<file path="src/rtl/d5m_axis_packer.sv">
// D5M parallel pixel bus to AXI4-Stream video: SOF on tuser, EOL on tlast, FWFT FIFO for backpressure.
// Define D5M_AXIS_STATS_EN to build the frame_count/line_count statistics counters.
module d5m_axis_packer #(
  parameter int unsigned DATA_WIDTH = 24,
  parameter int unsigned FIFO_DEPTH = 16
) (
  input  logic                  pixclk,
  input  logic                  reset,
  input  logic                  ifval,
  input  logic                  ilval,
  input  logic [DATA_WIDTH-1:0] idata,
  input  logic                  rgb_m_axis_tready,
  output logic                  rgb_m_axis_tvalid,
  output logic                  rgb_m_axis_tlast,
  output logic                  rgb_m_axis_tuser,
  output logic [DATA_WIDTH-1:0] rgb_m_axis_tdata,
  output logic                  overflow,
  output logic [15:0]           frame_count,
  output logic [11:0]           line_count
);

  localparam int unsigned AddrW  = $clog2(FIFO_DEPTH);
  localparam int unsigned EntryW = DATA_WIDTH + 2;
  localparam logic [AddrW:0] FullCnt = (AddrW + 1)'(FIFO_DEPTH);

  typedef enum logic [1:0] {StSync, StWaitSof, StActive, StDrop} state_e;

  state_e                  state_q;
  logic                    fval_q;
  logic                    sof_arm_q;
  logic                    hold_valid_q;
  logic                    hold_sof_q;
  logic [DATA_WIDTH-1:0]   hold_data_q;
  logic [EntryW-1:0]       mem_q [FIFO_DEPTH];
  logic [AddrW-1:0]        wr_ptr_q;
  logic [AddrW-1:0]        rd_ptr_q;
  logic [AddrW:0]          count_q;
  logic                    overflow_q;

  logic                    pix;
  logic                    frame_fall;
  logic                    fifo_full;
  logic                    pop;
  logic                    push_req;
  logic                    push_ok;
  logic                    push_fail;
  logic                    wr_eol;
  logic [EntryW-1:0]       head;

  always_comb begin
    pix        = ifval && ilval;
    frame_fall = fval_q && !ifval;
    fifo_full  = (count_q == FullCnt);
    pop        = (count_q != '0) && rgb_m_axis_tready;
    // The held pixel is the last of its line unless another pixel follows immediately.
    wr_eol     = !pix;
    push_req   = (state_q == StActive) && hold_valid_q;
    push_ok    = push_req && (!fifo_full || pop);
    push_fail  = push_req && !push_ok;
    head       = mem_q[rd_ptr_q];
  end

  always_ff @(posedge pixclk) begin
    if (reset) begin
      state_q      <= StSync;
      fval_q       <= 1'b0;
      sof_arm_q    <= 1'b0;
      hold_valid_q <= 1'b0;
      hold_sof_q   <= 1'b0;
      hold_data_q  <= '0;
      wr_ptr_q     <= '0;
      rd_ptr_q     <= '0;
      count_q      <= '0;
      overflow_q   <= 1'b0;
    end else begin
      fval_q <= ifval;

      if (push_ok) begin
        mem_q[wr_ptr_q] <= {hold_sof_q, wr_eol, hold_data_q};
        wr_ptr_q        <= wr_ptr_q + 1'b1;
      end
      if (pop) rd_ptr_q <= rd_ptr_q + 1'b1;

      case ({push_ok, pop})
        2'b10:   count_q <= count_q + 1'b1;
        2'b01:   count_q <= count_q - 1'b1;
        default: ;
      endcase

      if (push_fail) overflow_q <= 1'b1;

      unique case (state_q)
        StSync: begin
          if (!ifval) state_q <= StWaitSof;
        end
        StWaitSof: begin
          if (ifval && !fval_q) begin
            state_q   <= StActive;
            sof_arm_q <= 1'b1;
          end
        end
        StActive: begin
          if (push_fail) begin
            // A lost pixel ruins the rest of the frame; discard the hold too.
            hold_valid_q <= 1'b0;
            state_q      <= frame_fall ? StWaitSof : StDrop;
          end else if (frame_fall) begin
            hold_valid_q <= 1'b0;
            state_q      <= StWaitSof;
          end else if (pix) begin
            hold_valid_q <= 1'b1;
            hold_data_q  <= idata;
            hold_sof_q   <= sof_arm_q;
            sof_arm_q    <= 1'b0;
          end else begin
            hold_valid_q <= 1'b0;
          end
        end
        StDrop: begin
          if (frame_fall) state_q <= StWaitSof;
        end
        default: state_q <= StSync;
      endcase
    end
  end

  assign rgb_m_axis_tvalid = (count_q != '0);
  assign rgb_m_axis_tuser  = rgb_m_axis_tvalid ? head[EntryW-1] : 1'b0;
  assign rgb_m_axis_tlast  = rgb_m_axis_tvalid ? head[EntryW-2] : 1'b0;
  assign rgb_m_axis_tdata  = rgb_m_axis_tvalid ? head[DATA_WIDTH-1:0] : '0;
  assign overflow          = overflow_q;

`ifdef D5M_AXIS_STATS_EN
  logic [15:0] frame_cnt_q;
  logic [11:0] line_cnt_q;

  always_ff @(posedge pixclk) begin
    if (reset) begin
      frame_cnt_q <= '0;
      line_cnt_q  <= '0;
    end else begin
      if (push_ok) begin
        if (hold_sof_q) line_cnt_q <= {11'd0, wr_eol};
        else if (wr_eol) line_cnt_q <= line_cnt_q + 12'd1;
      end
      if ((state_q == StActive) && frame_fall) frame_cnt_q <= frame_cnt_q + 16'd1;
    end
  end

  assign frame_count = frame_cnt_q;
  assign line_count  = line_cnt_q;
`else
  assign frame_count = '0;
  assign line_count  = '0;
`endif

endmodule

</file>
<file path="config.mk">
export PLATFORM = sky130hd
export DESIGN_NAME = d5m_axis_packer
export DESIGN_NICKNAME = d
export VERILOG_FILES = /design/src/rtl/d5m_axis_packer.sv
export SDC_FILE = /design/constraint.sdc
export NUM_CORES = 1
export LEC_CHECK = 0
export ABC_AREA = 1
export ABC_CLOCK_PERIOD_IN_PS = 2550
export CAP_MARGIN = 0
export CORE_MARGIN = 3
export CORE_UTILIZATION = 54
export CTS_CLUSTER_DIAMETER = 120
export DETAILED_ROUTE_END_ITERATION = 12
export PLACE_DENSITY = 0.75
export SLEW_MARGIN = 40
export SYNTH_ARGS = -nofsm -noshare
export SYNTH_HDL_FRONTEND = slang
export SYNTH_SLANG_ARGS = --single-unit
export TNS_END_PERCENT = 100
</file>
<file path="constraint.sdc">
create_clock -name pixclk -period 2.55 [get_ports pixclk]
set_input_delay 0.3825 -clock pixclk [delete_from_list [all_inputs] [get_ports pixclk]]
set_output_delay 0.3825 -clock pixclk [all_outputs]
set_load 0.05 [all_outputs]
</file>
Word-level counts from Yosys, hierarchy flattened
Memories as Yosys holds them, arrays and structs flattened. A register that Yosys moved wholly into a read port is not among the register bits. Index checks and enable logic that the tools add are counted.

Memories: 1. Input bits: 29. RAM bits: 416. Output and inout bits: 56. Word-level logic and storage cells: 71. Register bits after elaboration: 44.

Reductions and logical operators: 20. Eq/ne operators: 11. Add/subtract/negate cells: 4. Multiplexer cells: 23. Bitwise logic cells: 2.

Memory list: mem_q (words 16, bits a word 26, read ports 1, clocked after Yosys merged registers in 1, write ports 1, line 34) `logic [EntryW-1:0] mem_q [FIFO_DEPTH];`.

Operators by type and width (number): 2-to-1 mux 24 bit (1); 2-to-1 mux 1 bit (12); 2-to-1 mux 2 bit (5); != test 2 bit, second input constant (5); case mux 5 bit (2 select lines) (1); adder 4 x 1 -> 4 bit, second input constant (2); 2-to-1 mux 4 bit (2); case mux 2 bit (4 select lines) (1); logical AND 1 bit (7); equality test 2 bit, second input constant (3); adder 5 x 1 -> 5 bit, second input constant (1); equality test 5 bit, second input constant (1); zero test 1 bit (5); AND reduction 5 bit (1); nonzero test 5 bit (1); subtractor 5 x 1 -> 5 bit, second input constant (1); equality test 2 x 1 -> 1 bit, second input constant (2); AND reduction 4 bit (1); nonzero test 2 bit (2); zero test 2 bit (1); inverter 1 bit (2); case mux 1 bit (2 select lines) (1); AND reduction 2 bit (1); logical OR 1 bit (1).

Logic depth before layout (Yosys ltp)
Depth in word-level cells: 8. Gate-level depth with buffers: 13. Depth with buffers taken out: 13.

Least setup slack after synthesis
Ideal clock, no wire load.

Kind: register -> register. From: register state_q[1]. To: memory mem_q[11][0] (netlist name), enable pin. Arrival: 2.082 ns. Data required time: 2.141 ns. Slack: 0.059 ns. Cell stages (with the launch flop): 7. Buffers on the path: 0. Period minus slack after synthesis: 2.491 ns. Path through: dfxtp_1 > nand2_1 > inv_2 > nand2_1 > nor2_4 > nand2_1 > nor2_1.

Word-level cells in the longest chain between the ends: 6.

Ends and longest elaborated chain: from (decl) (line 28) `state_e state_q;`; from (signal assigned) (line 65) `state_q <= StSync;`; from (signal assigned) (line 94) `if (!ifval) state_q <= StWaitSof;`; from (signal assigned) (line 98) `state_q <= StActive;`; equality test 2 bit (line 57) `push_req = (state_q == StActive) && hold_valid_q;`; logical AND 1 bit (line 57); logical AND 1 bit (line 58) `push_ok = push_req && (!fifo_full || pop);`; 2-to-1 mux 1 bit (line 78) `if (push_ok) begin`; 2-to-1 mux 1 bit (line 64) `if (reset) begin`; 2-to-1 mux 1 bit (implied by the code) (line 79) `mem_q[wr_ptr_q] <= {hold_sof_q, wr_eol, hold_data_q};`; to (decl) (line 34).

No other way between the ends.

==> metrics <==
hpwl dp=26700 um; Final Hold Fails=0; Synth Register Bits=464; Routed Antenna Nets=0; Routed WL=50900 um; chip width=193.6 um; Crit-path slowest cell=dfxtp_4; # fillers=2207; Fmax achieved=378.7 MHz; Ports=85; pwr dens=1052 nW/um2; DR WL/cell=22.36 um; Vias=13430; worst vdd ir=960.4 uV; gr usage total=0.2581; hold path startpoint=reset; Max-slew headroom=0.4739; Req. time, crit path=2.17 ns; CTS tree=done; WHS Endpoint=count_q[4]; Finished Cell Area=23760 um2; final setup vio count=14; largest net degree at the start of global routing=81; die height=193.6 um; Synth Area per Inst=11.31 um2; static leakage=8.638 nW; clk_skew=0.01109 ns; Reg2Reg Depth=12; setup ws final=-0.09092 ns; I/O Buffers=56; antenna violations before repair=0; DRT iter0 DRCs=1558; worst skew pair latency=0.54 ns; hold depth=4; worst-margin pin slew=0.7880 ns; Die ar.=37480 um2; DRC Markers=0; Finished Core Util=0.6861; Top FF cell, synth=edfxtp_1; Net Switching=9.080 mW; ys async rst share=0; R2R setup slack=0.43 ns; # nets final=1822; first-pass GRT wire length=75530 um; CP Max Fanout=7; initial core utilization=0.5489; total core area=34630 um2; Seq pwr share=0.335; post-synthesis sequential area ratio=0.7078; startpoint type of the worst setup path=flip-flop; CP arrival=2.26 ns; H-Tree Depth=2; Routability Congestion=0.8325; Antenna Cells=0; top-area cell type share of the netlist area=0.6572; top cell type by total area after synthesis=edfxtp_1; CP cell instances=buf_12 > clkinv_16 > buf_12 > clkbuf_16 > nand2_1 > nand3_1 > nand3_1 > nand2_2 > nand2_4 > a21oi_4 > buf_6; synth top area cells=edfxtp_1, nand2_1, nand3_1; EDFF count, synth=416; # clock sinks=464; Logic pwr share=0.399; outcome=complete, but fails checks; cts bufs inserted=45; violated checks=setup timing; minimum clock period=2.641 ns; Netlist cell types=33; First-pass DRT Iterations=6; reg-to-reg startpoint=count_q[1]; Yosys warning count=0; DP Area=20390 um2; pre-CTS setup slack=0.2311 ns; grt ovf=0; fin crit share=1.036; Clock Path Buffers=3; vias in the first global route=13210; worst setup path class=flip-flop to primary output; Via density=5.899; clock network power share=0.266; multi-input logic area=5794 um2; Max Slew Vio Count=0; Max Cap Violations=0; slowest stage delay, CP=0.36 ns; Register Area=13460 um2; final std cells w/o fill=2276; post-synthesis cell area=19010 um2; P&R area growth vs syn=25.00%; Root Buffer=clkbuf_16; Critical Path End Type=primary output; row count=68; Mapped Cells=1680; Internal Dissipation=15.90 mW; Cell Count Post-Placement=2157; sw frac=0.3635; Hold WC Path Type=primary input to flip-flop; unrepaired setup endpoints after global routing=yes; layout cell share with drive strength beyond 1=0.2306; Critical R2R Capture=count_q[4]; Clk pin slew, worst setup/hold paths=0.06 ns
-- cell type report --
| cell class | instances | area share |
|---|---|---|
| multi-input combinational | 1093 | 0.2439 |
| inverter | 27 | 0.005635 |
| clock inverter | 21 | 0.009322 |
| clock buffer | 63 | 0.05288 |
| timing repair buffer | 151 | 0.09606 |
| timing repair inverter | 2 | 0.001633 |
| tap | 455 | 0.02396 |
| sequential | 464 | 0.5666 |
-- cell usage after synthesis (2+ instances only) --
cell / n
o21ai_0: 6
a21oi_2: 8
clkbuf_1: 26
dfxtp_1: 48
ha_1: 8
buf_1: 11
nor2_1: 34
xor2_1: 3
nand2_1: 591
nand3_1: 325
edfxtp_1: 416
buf_6: 3
nand2_2: 11
nand3b_1: 3
nor2_4: 3
nor2_2: 3
a21oi_1: 59
buf_4: 45
buf_2: 38
inv_2: 4
nor3_1: 2
inv_1: 20
clkinv_1: 3
-- per-layer routing --
layer,part of all wire,global-route usage,wire length [um]
met1,0.36,0.3248,18130
met2,0.51,0.4479,26180
met3,0.086,0.03753,4375
met4,0.043,0.1149,2214
met5,0,0,0
-- cells by family after synthesis --
logic type | count (synthesis) | share of synthesized area
flip-flops | 464 | 0.7078
XOR/XNOR | 4 | 0.001844
AO/OA/AOI/OAI | 76 | 0.02205
buffers and inverters | 150 | 0.04220
other | 1 | 0.0001973
AND/OR/NAND/NOR | 976 | 0.2196
adder cells (fa/ha/maj) | 9 | 0.006320
-- how the worst max path moves through the flow --
| stage | from | endpoint | slack [ns] | cells after the start |
|---|---|---|---|---|
| 6_report | flip-flop | rgb_m_axis_tdata[2] | -0.09 | 11 |
| 5_1_grt | flip-flop | rgb_m_axis_tdata[5] | -0.14 | 11 |
| 4_1_cts | flip-flop | rgb_m_axis_tdata[15] | -0.05 | 11 |
| 3_5_place_dp | rgb_m_axis_tready | count_q[4] | 0.23 | 11 |
| 3_3_place_gp | rgb_m_axis_tready | count_q[4] | 0.23 | 11 |
| 2_1_floorplan | state_q[1] | mem_q[11][0] | 0.06 | 6 |
-- power by group through the flow --
| stage | combinational [mW] | clock (mW) | sequential (mW) |
|---|---|---|---|
| floorplan | 4.96 | 0 | 8.48 |
| global placement | 6.79 | 0 | 8.55 |
| detailed placement | 6.89 | 0 | 8.55 |
| CTS | 8.98 | 6.68 | 8.38 |
| global route | 10.5 | 7.03 | 8.39 |
| finish | 9.97 | 6.64 | 8.38 |
-- worst max-delay path, delay by kind of cell, from the launching register on --
family | cells | cell delay (ns)
compound gates | 1 | 0.21
buf+inv | 5 | 0.73
flops | 1 | 0.36
simple gates | 5 | 0.40
-- registers in the layout (all words and copies together), names as in the netlist, named ones only --
name / cells
fval_q: 1
mem_q: 416
rd_ptr_q: 4
wr_ptr_q: 4
count_q: 5
hold_valid_q: 1
state_q: 2
overflow: 1
hold_sof_q: 1
hold_data_q: 24
sof_arm_q: 1
-- placed cells by master (no fill, tap or decap), types with 8 or more instances in the layout --
master           synthesis  layout
nand2_1                591     519
edfxtp_1               416     416
nand3_1                325     241
nand3_2                  1      85
nand2_2                 11      78
clkbuf_16                0      57
dfxtp_1                 48      45
a21oi_1                 59      33
buf_12                   0      32
clkdlybuf4s50_1          0      29
conb_1                   1      28
buf_6                    3      28
buf_4                   45      28
a21oi_2                  8      21
inv_1                   20      20
nor2_4                   3      19
nor2_1                  34      18
buf_16                   0      18
clkbuf_1                26      14
a21oi_4                  0      13
clkinv_1                 3      11
ha_1                     8       8
-- per-stage QoR --
stage          power [mW]  hold slack (ns)  TNS [ns]
6_report            24.98           0.3635   -0.4870
4_1_cts             24.04           0.3482   -0.5470
3_5_place_dp        15.44           0.4586         0
2_1_floorplan       13.44           0.4390         0
3_3_place_gp        15.34           0.4403         0
5_1_grt             25.93           0.3794    -2.229
-- what timing repair did --
action | 4_1_cts | 5_1_grt
hold buffers | 0 | 0
setup endpoints to repair | 26 | 26
cloned | 16 | 10
buffers inserted | 13 | 0
resized for setup | 156 | 132
pin swaps | 40 | 65
No activity file was read; power rests on OpenSTA's default activity.
